===== src/rtl/reorder_buffer_pkg.sv =====
// Shared types and sizing for the reorder buffer and its helpers.
package reorder_buffer_pkg;

  localparam int unsigned ROB_INDEX_BITS = 3;
  localparam int unsigned ROB_DEPTH      = 2 ** ROB_INDEX_BITS;
  localparam int unsigned P_ADDR_WIDTH   = 6;
  localparam int unsigned L_ADDR_WIDTH   = 5;
  localparam int unsigned DATA_WIDTH     = 32;
  localparam int unsigned PC_WIDTH       = 32;
  localparam int unsigned UOP_WIDTH      = 6;
  localparam int unsigned CAUSE_WIDTH    = 5;

  // Up to two allocation requests from rename, oldest in slot 1.
  typedef struct packed {
    logic                      valid_request_1;
    logic                      valid_dest_1;
    logic [L_ADDR_WIDTH-1:0]   lreg_1;
    logic [P_ADDR_WIDTH-1:0]   preg_1;
    logic [P_ADDR_WIDTH-1:0]   ppreg_1;
    logic [UOP_WIDTH-1:0]      microoperation_1;
    logic [PC_WIDTH-1:0]       pc_1;
    logic                      valid_request_2;
    logic                      valid_dest_2;
    logic [L_ADDR_WIDTH-1:0]   lreg_2;
    logic [P_ADDR_WIDTH-1:0]   preg_2;
    logic [P_ADDR_WIDTH-1:0]   ppreg_2;
    logic [UOP_WIDTH-1:0]      microoperation_2;
    logic [PC_WIDTH-1:0]       pc_2;
  } new_entries;

  // Occupancy status and next ticket returned to issue.
  typedef struct packed {
    logic                      is_full;
    logic                      two_empty;
    logic [ROB_INDEX_BITS-1:0] ticket;
  } to_issue;

  // Completion report from execute.
  typedef struct packed {
    logic                      valid;
    logic [ROB_INDEX_BITS-1:0] ticket;
    logic [DATA_WIDTH-1:0]     data;
    logic                      valid_exception;
    logic [CAUSE_WIDTH-1:0]    cause;
  } ex_update;

  // Retirement record towards the architectural register file.
  typedef struct packed {
    logic                      valid_commit;
    logic                      valid_write;
    logic                      flushed;
    logic [L_ADDR_WIDTH-1:0]   ldst;
    logic [P_ADDR_WIDTH-1:0]   pdst;
    logic [P_ADDR_WIDTH-1:0]   ppdst;
    logic [DATA_WIDTH-1:0]     data;
    logic [ROB_INDEX_BITS-1:0] ticket;
    logic [PC_WIDTH-1:0]       pc;
  } writeback_toARF;

  // One in-flight instruction.
  typedef struct packed {
    logic                      valid;
    logic                      pending;
    logic                      flushed;
    logic                      valid_dest;
    logic [L_ADDR_WIDTH-1:0]   lreg;
    logic [P_ADDR_WIDTH-1:0]   preg;
    logic [P_ADDR_WIDTH-1:0]   ppreg;
    logic [UOP_WIDTH-1:0]      microoperation;
    logic [PC_WIDTH-1:0]       pc;
    logic [DATA_WIDTH-1:0]     data;
    logic                      valid_exception;
    logic [CAUSE_WIDTH-1:0]    cause;
  } rob_entry;

endpackage


===== src/rtl/reorder_buffer_flush_mask.sv =====
// Marks valid entries strictly younger than a flush ticket, ages taken from head.
module rob_flush_mask
  import reorder_buffer_pkg::*;
(
  input  logic [ROB_INDEX_BITS-1:0] head_i,
  input  logic [ROB_INDEX_BITS-1:0] flush_ticket_i,
  input  logic [ROB_DEPTH-1:0]      valid_i,
  output logic [ROB_DEPTH-1:0]      younger_o
);

  // Compare each slot's age against the flush point's age (both modulo depth).
  always_comb begin
    logic [ROB_INDEX_BITS-1:0] flush_age;
    logic [ROB_INDEX_BITS-1:0] age;
    younger_o = '0;
    age       = '0;
    flush_age = flush_ticket_i - head_i;
    for (int unsigned i = 0; i < ROB_DEPTH; i++) begin
      age          = ROB_INDEX_BITS'(i) - head_i;
      younger_o[i] = valid_i[i] && (age > flush_age);
    end
  end

endmodule


===== src/rtl/reorder_buffer.sv =====
// 8-entry in-order reorder buffer: dual allocation, out-of-order completion,
// single in-order retirement with flush and exception squashing.
module reorder_buffer
  import reorder_buffer_pkg::*;
(
  input  logic                      clk,
  input  logic                      rst_n,
  input  new_entries                new_entries_i,
  output to_issue                   rob_status_o,
  input  ex_update                  ex_update_i,
  input  logic                      flush_valid_i,
  input  logic [ROB_INDEX_BITS-1:0] flush_ticket_i,
  output writeback_toARF            commit_o
);

  localparam logic [ROB_INDEX_BITS:0] CNT_FULL      = (ROB_INDEX_BITS+1)'(ROB_DEPTH);
  localparam logic [ROB_INDEX_BITS:0] CNT_TWO_EMPTY = (ROB_INDEX_BITS+1)'(ROB_DEPTH - 2);

  rob_entry                  entries_q [ROB_DEPTH];
  rob_entry                  entries_d [ROB_DEPTH];
  logic [ROB_INDEX_BITS-1:0] head_q, head_d;
  logic [ROB_INDEX_BITS-1:0] tail_q, tail_d;
  logic [ROB_INDEX_BITS:0]   count_q, count_d;
  writeback_toARF            commit_q, commit_d;

  logic                      is_full, two_empty;
  logic                      alloc1, alloc2;
  logic                      do_commit, exc_commit;
  logic [ROB_INDEX_BITS-1:0] slot2;
  logic [ROB_DEPTH-1:0]      valid_vec;
  logic [ROB_DEPTH-1:0]      younger;

  // Status is derived from registered occupancy only.
  always_comb begin
    is_full      = (count_q == CNT_FULL);
    two_empty    = (count_q <= CNT_TWO_EMPTY);
    rob_status_o = '{is_full: is_full, two_empty: two_empty, ticket: tail_q};
  end

  // Gather the valid bits for the flush mask.
  always_comb begin
    valid_vec = '0;
    for (int unsigned i = 0; i < ROB_DEPTH; i++) begin
      valid_vec[i] = entries_q[i].valid;
    end
  end

  rob_flush_mask u_flush_mask (
    .head_i         (head_q),
    .flush_ticket_i (flush_ticket_i),
    .valid_i        (valid_vec),
    .younger_o      (younger)
  );

  // Next-state: completion, flush/exception squash, retirement, then allocation.
  always_comb begin
    for (int unsigned i = 0; i < ROB_DEPTH; i++) begin
      entries_d[i] = entries_q[i];
    end
    commit_d   = '0;
    head_d     = head_q;
    slot2      = tail_q + ROB_INDEX_BITS'(1);
    alloc1     = new_entries_i.valid_request_1 && !is_full;
    alloc2     = new_entries_i.valid_request_2 && new_entries_i.valid_request_1 && two_empty;
    do_commit  = entries_q[head_q].valid &&
                 (!entries_q[head_q].pending || entries_q[head_q].flushed);
    exc_commit = do_commit && entries_q[head_q].valid_exception;

    if (ex_update_i.valid && entries_q[ex_update_i.ticket].valid) begin
      entries_d[ex_update_i.ticket].pending         = 1'b0;
      entries_d[ex_update_i.ticket].data            = ex_update_i.data;
      entries_d[ex_update_i.ticket].valid_exception = ex_update_i.valid_exception;
      entries_d[ex_update_i.ticket].cause           = ex_update_i.cause;
    end

    for (int unsigned i = 0; i < ROB_DEPTH; i++) begin
      if (flush_valid_i && younger[i]) begin
        entries_d[i].flushed = 1'b1;
      end
      if (exc_commit && entries_q[i].valid && (ROB_INDEX_BITS'(i) != head_q)) begin
        entries_d[i].flushed = 1'b1;
      end
    end

    if (do_commit) begin
      commit_d.valid_commit = 1'b1;
      commit_d.flushed      = entries_q[head_q].flushed;
      commit_d.valid_write  = entries_q[head_q].valid_dest && !entries_q[head_q].flushed &&
                              !entries_q[head_q].valid_exception;
      commit_d.ldst         = entries_q[head_q].lreg;
      commit_d.pdst         = entries_q[head_q].preg;
      commit_d.ppdst        = entries_q[head_q].ppreg;
      commit_d.data         = entries_q[head_q].data;
      commit_d.ticket       = head_q;
      commit_d.pc           = entries_q[head_q].pc;
      entries_d[head_q].valid = 1'b0;
      head_d                = head_q + ROB_INDEX_BITS'(1);
    end

    // Allocated slots are always free here: a full buffer never allocates,
    // so the slot being retired can never be re-targeted in the same cycle.
    if (alloc1) begin
      entries_d[tail_q] = '{
        valid:           1'b1,
        pending:         1'b1,
        flushed:         flush_valid_i || exc_commit,
        valid_dest:      new_entries_i.valid_dest_1,
        lreg:            new_entries_i.lreg_1,
        preg:            new_entries_i.preg_1,
        ppreg:           new_entries_i.ppreg_1,
        microoperation:  new_entries_i.microoperation_1,
        pc:              new_entries_i.pc_1,
        data:            '0,
        valid_exception: 1'b0,
        cause:           '0
      };
    end
    if (alloc2) begin
      entries_d[slot2] = '{
        valid:           1'b1,
        pending:         1'b1,
        flushed:         flush_valid_i || exc_commit,
        valid_dest:      new_entries_i.valid_dest_2,
        lreg:            new_entries_i.lreg_2,
        preg:            new_entries_i.preg_2,
        ppreg:           new_entries_i.ppreg_2,
        microoperation:  new_entries_i.microoperation_2,
        pc:              new_entries_i.pc_2,
        data:            '0,
        valid_exception: 1'b0,
        cause:           '0
      };
    end

    tail_d  = tail_q + ROB_INDEX_BITS'(alloc1) + ROB_INDEX_BITS'(alloc2);
    count_d = count_q + (ROB_INDEX_BITS+1)'(alloc1) + (ROB_INDEX_BITS+1)'(alloc2)
                      - (ROB_INDEX_BITS+1)'(do_commit);
  end

  // State registers with synchronous active-low reset.
  always_ff @(posedge clk) begin
    if (!rst_n) begin
      for (int unsigned i = 0; i < ROB_DEPTH; i++) begin
        entries_q[i] <= '0;
      end
      head_q   <= '0;
      tail_q   <= '0;
      count_q  <= '0;
      commit_q <= '0;
    end else begin
      for (int unsigned i = 0; i < ROB_DEPTH; i++) begin
        entries_q[i] <= entries_d[i];
      end
      head_q   <= head_d;
      tail_q   <= tail_d;
      count_q  <= count_d;
      commit_q <= commit_d;
    end
  end

  assign commit_o = commit_q;

endmodule


===== config.mk =====
export PLATFORM = sky130hd
export DESIGN_NAME = reorder_buffer
export DESIGN_NICKNAME = d
export VERILOG_FILES = /design/src/rtl/reorder_buffer_pkg.sv /design/src/rtl/reorder_buffer_flush_mask.sv /design/src/rtl/reorder_buffer.sv
export SDC_FILE = /design/constraint.sdc
export NUM_CORES = 2
export LEC_CHECK = 0
export CAP_MARGIN = 10
export CORE_MARGIN = 3
export CORE_UTILIZATION = 43
export DETAILED_ROUTE_END_ITERATION = 10
export SLEW_MARGIN = 20
export SYNTH_ARGS = -nofsm -noshare
export SYNTH_HDL_FRONTEND = slang
export SYNTH_SLANG_ARGS = --single-unit

===== constraint.sdc =====
create_clock -name clk -period 7.2 [get_ports clk]
set_input_delay 0.72 -clock clk [delete_from_list [all_inputs] [get_ports clk]]
set_output_delay 0.72 -clock clk [all_outputs]
set_load 0.03 [all_outputs]

==> insert_results.sql <==
INSERT INTO impl_metrics (metric_group, metric, value, unit) VALUES
('setup_path', 'r2r_setup_slack', '2.96', 'ns'),
('timing', 'clock-skew-final', '0.0140', 'ns'),
('synthesis', 'synth.lib_cells_used.distinct', '62', ''),
('timing', 'slew_viol_final', '0', ''),
('setup_path', 'critPathKind', 'register to register', ''),
('setup_path', 'worst_path_max_delay_cell', 'sky130_fd_sc_hd__buf_4', ''),
('timing', 'postLayoutSetupSlackWorst', '2.96', 'ns'),
('synthesis', 'netlist_instances', '3546', ''),
('timing', 'final.period_utilization', '58.9', '%'),
('route', 'vias', '26332', ''),
('global_route', 'grt_pass1_vias', '26051', ''),
('layout', 'drive_above_1_share', '10.9', '%'),
('setup_path', 'r2r-end', 'count_q[1]$_SDFF_PN0_', ''),
('place', 'routability_congestion', '0.746', ''),
('synthesis', 'syn_nets', '3739', ''),
('route', 'vias_per_cell', '5.61', ''),
('setup_path', 'worstSetupEndpointType', 'register', ''),
('clock_tree', 'cts_tree', 'built', ''),
('global_route', 'first_pass_grt_wire_length', '164000', 'um'),
('global_route', 'antenna_violations_before_repair', '21', ''),
('route', 'detail_route.wirelength', '105000', 'um'),
('power_and_ir_drop', 'leakage', '0.0176', 'uW'),
('power_and_ir_drop', 'pwr-share-seq', '42.0', '%'),
('global_route', 'grt_use_total', '23.4', '%'),
('setup_path', 'critPathMaxStageDelay', '0.80', 'ns'),
('timing', 'post-route-min-period', '4.24', 'ns'),
('timing', 'final_setup_violation_count', '0', ''),
('timing', 'final.setup.tns', '0', 'ns'),
('status', 'status', 'finished clean', ''),
('place', 'cell_area_placed', '39100', 'um^2'),
('power_and_ir_drop', 'switchingPower', '3490', 'uW'),
('synthesis', 'yosys.area.top_type_share', '43.0', '%'),
('place', 'placement_setup_slack', '2.79', 'ns'),
('flow_run', 'maxCapViolations', '0', ''),
('worst_hold_path', 'hold_path.class', 'register to register', ''),
('setup_path', 'worst-endpoint-required', '7.71', 'ns'),
('layout', 'synthToLayoutAreaGrowth', '14.3', '%'),
('place', 'hpwl_after_detailed_placement', '58300', 'um'),
('timing', 'max_slew_margin', '23.1', '%'),
('clock_tree', 'postCtsHoldBufs', '0', ''),
('clock_tree', 'htree_depth', '3', ''),
('clock_tree', 'cts_made_buffers', '88', ''),
('timing', 'max_clock_freq', '0.236', 'GHz'),
('synthesis', 'synth_edf_count', '0', ''),
('floorplan', 'top_level_ports', '254', ''),
('place', 'post-place-cells', '4526', ''),
('synthesis', 'syn_avg_cell_area', '10.3', 'um^2'),
('clock_tree', 'cts-root-to-sink-buffers', '3', ''),
('route', 'drt_pass1_iterations', '5', ''),
('synthesis', 'area_of_the_mapped_netlist', '36700', 'um^2'),
('floorplan', 'fp-row-count', '106', ''),
('clock_tree', 'root_buffer', 'sky130_fd_sc_hd__clkbuf_16', ''),
('power_and_ir_drop', 'powerDensity', '283', 'nW/um^2'),
('floorplan', 'fp.dieH', '298', 'um'),
('power_and_ir_drop', 'power.clock.fraction', '37.3', '%'),
('synthesis', 'synthArstFlopShare', '0', '%'),
('route', 'first_iter_violations', '1846', ''),
('global_route', 'globalRouteOverflowTotal', '0', ''),
('setup_path', 'cp-endpoint', 'count_q[1]$_SDFF_PN0_', ''),
('synthesis', 'ys_ff_latch', '788', ''),
('synthesis', 'seq_area_frac_synth', '43.0', '%'),
('place', 'port-buffer-count', '236', ''),
('floorplan', 'die_area', '88800', 'um^2'),
('route', 'drt-wirelength-per-cell', '22.5', 'um'),
('synthesis', 'ys_dominant_reg_cell', 'sky130_fd_sc_hd__dfxtp_1', ''),
('timing', 'final_hold_viol_count', '0', ''),
('synthesis', 'yosys-top-cells-area', 'sky130_fd_sc_hd__dfxtp_1 (43%), sky130_fd_sc_hd__mux2i_1 (20%), sky130_fd_sc_hd__mux4_2 (11%), sky130_fd_sc_hd__a211oi_1 (8.2%), sky130_fd_sc_hd__nor2_1 (7.8%)', ''),
('setup_path', 'path_buf_inv', '3', ''),
('floorplan', 'die_x', '298', 'um'),
('power_and_ir_drop', 'worst_ir_drop_vdd', '0.000192', 'V'),
('power_and_ir_drop', 'total_power', '11900', 'uW');
[routing by layer]
layer  GRT usage, %  wire length [um]  up-vias
met5              0                61        -
met4           5.23              1940       10
met3           4.82              6190      136
met2           38.5             49900      614
met1           31.7             47400    12997
li1               -                 -    12575
[worst min-delay path, stage by stage (launching register included)]
cell	delay, ns
sky130_fd_sc_hd__dfxtp_1	0.30
sky130_fd_sc_hd__nand2_1	0.05
sky130_fd_sc_hd__a21oi_1	0.05
[metrics by stage]
stage | utilization (%) | hold WS (ns)
2_1_floorplan | - | 0.433
3_3_place_gp | 46.5 | 0.439
5_1_grt | 49.8 | 0.480
4_1_cts | 49.8 | 0.455
6_report | 49.8 | 0.453
3_5_place_dp | 46.5 | 0.447
[kinds of logic (layout without fill, tap and decap cells)]
logic type               Yosys count  in the layout  share of synthesized area (%)
XOR/XNOR                          10             10                          0.239
other                              0             16                              0
AO/OA/AOI/OAI                    463            463                           9.39
AND/OR/NAND/NOR                  855            855                           9.23
multiplexers                     931            931                           31.4
flip-flops                       788            788                           43.0
adder cells (fa/ha/maj)           34             34                           1.22
buffers and inverters            465            465                           5.53
[synthesized netlist by cell type, types with 3 or more instances]
master                     count
sky130_fd_sc_hd__a211oi_1    400
sky130_fd_sc_hd__a21oi_1      17
sky130_fd_sc_hd__a311oi_1      4
sky130_fd_sc_hd__a31oi_1       9
sky130_fd_sc_hd__and2_1        6
sky130_fd_sc_hd__and3_1        3
sky130_fd_sc_hd__buf_1        34
sky130_fd_sc_hd__buf_2        74
sky130_fd_sc_hd__buf_4        31
sky130_fd_sc_hd__clkbuf_1    251
sky130_fd_sc_hd__clkbuf_2     47
sky130_fd_sc_hd__dfxtp_1     788
sky130_fd_sc_hd__fa_1          4
sky130_fd_sc_hd__ha_1         27
sky130_fd_sc_hd__inv_1        22
sky130_fd_sc_hd__inv_2         3
sky130_fd_sc_hd__maj3_1        3
sky130_fd_sc_hd__mux2_2        6
sky130_fd_sc_hd__mux2i_1     751
sky130_fd_sc_hd__mux4_2      174
sky130_fd_sc_hd__nand2_1      31
sky130_fd_sc_hd__nand3_1      15
sky130_fd_sc_hd__nand3b_1      3
sky130_fd_sc_hd__nand4_1       5
sky130_fd_sc_hd__nor2_1      763
sky130_fd_sc_hd__nor2b_1       9
sky130_fd_sc_hd__nor3_1        4
sky130_fd_sc_hd__o21ai_0      10
sky130_fd_sc_hd__xnor2_1       7
sky130_fd_sc_hd__xor2_1        3
[final cells by class]
class | count | area (um^2)
Antenna cell | 16 | 40.0
Clock buffer | 133 | 2550
Clock inverter | 21 | 255
Fill cell | 7685 | 42200
Inverter | 26 | 105
Multi-Input combinational cell | 2293 | 19000
Sequential cell | 788 | 15800
Tap cell | 1134 | 1420
Timing Repair Buffer | 285 | 2730
[placed cells by master (no fill, tap or decap), types with 6 or more instances in the layout]
master,instances
sky130_fd_sc_hd__clkbuf_1,29
sky130_fd_sc_hd__nor2b_1,9
sky130_fd_sc_hd__a21oi_1,17
sky130_fd_sc_hd__a211oi_1,400
sky130_fd_sc_hd__mux4_2,174
sky130_fd_sc_hd__ha_1,27
sky130_fd_sc_hd__clkbuf_8,14
sky130_fd_sc_hd__mux2i_1,751
sky130_fd_sc_hd__diode_2,16
sky130_fd_sc_hd__nor2_1,763
sky130_fd_sc_hd__inv_1,22
sky130_fd_sc_hd__and2_1,6
sky130_fd_sc_hd__xnor2_1,7
sky130_fd_sc_hd__nand3_2,7
sky130_fd_sc_hd__clkbuf_16,90
sky130_fd_sc_hd__o21ai_0,10
sky130_fd_sc_hd__nand2_1,29
sky130_fd_sc_hd__mux2_2,6
sky130_fd_sc_hd__clkdlybuf4s50_1,236
sky130_fd_sc_hd__a31oi_1,9
sky130_fd_sc_hd__buf_4,49
sky130_fd_sc_hd__clkinv_2,11
sky130_fd_sc_hd__dfxtp_1,785
[worst min path at each step]
stage                                           start                           to  depth (start not counted)
after floorplan           entries_q[4][95]$_SDFF_PN0_  entries_q[4][95]$_SDFF_PN0_                          2
after global placement    entries_q[7][95]$_SDFF_PN0_  entries_q[7][95]$_SDFF_PN0_                          2
after detailed placement  entries_q[7][95]$_SDFF_PN0_  entries_q[7][95]$_SDFF_PN0_                          2
after CTS                 entries_q[7][95]$_SDFF_PN0_  entries_q[7][95]$_SDFF_PN0_                          2
after global routing      entries_q[3][95]$_SDFF_PN0_  entries_q[3][95]$_SDFF_PN0_                          2
final                     entries_q[7][95]$_SDFF_PN0_  entries_q[7][95]$_SDFF_PN0_                          2
[power groups by stage]
stage	clock network [uW]	registers, uW	logic, uW
2_1_floorplan	0	5010	1800
3_3_place_gp	0	5070	2430
3_5_place_dp	0	5070	2460
4_1_cts	4530	4980	2470
5_1_grt	4710	5030	2670
6_report	4430	4980	2460
[registers in the layout, summed over array words and instances (netlist names), named ones only]
signal     cells
entries_q    688
commit_o      87
count_q        4
head_q         3
tail_q         3
(Power assumes the default switching activity.)
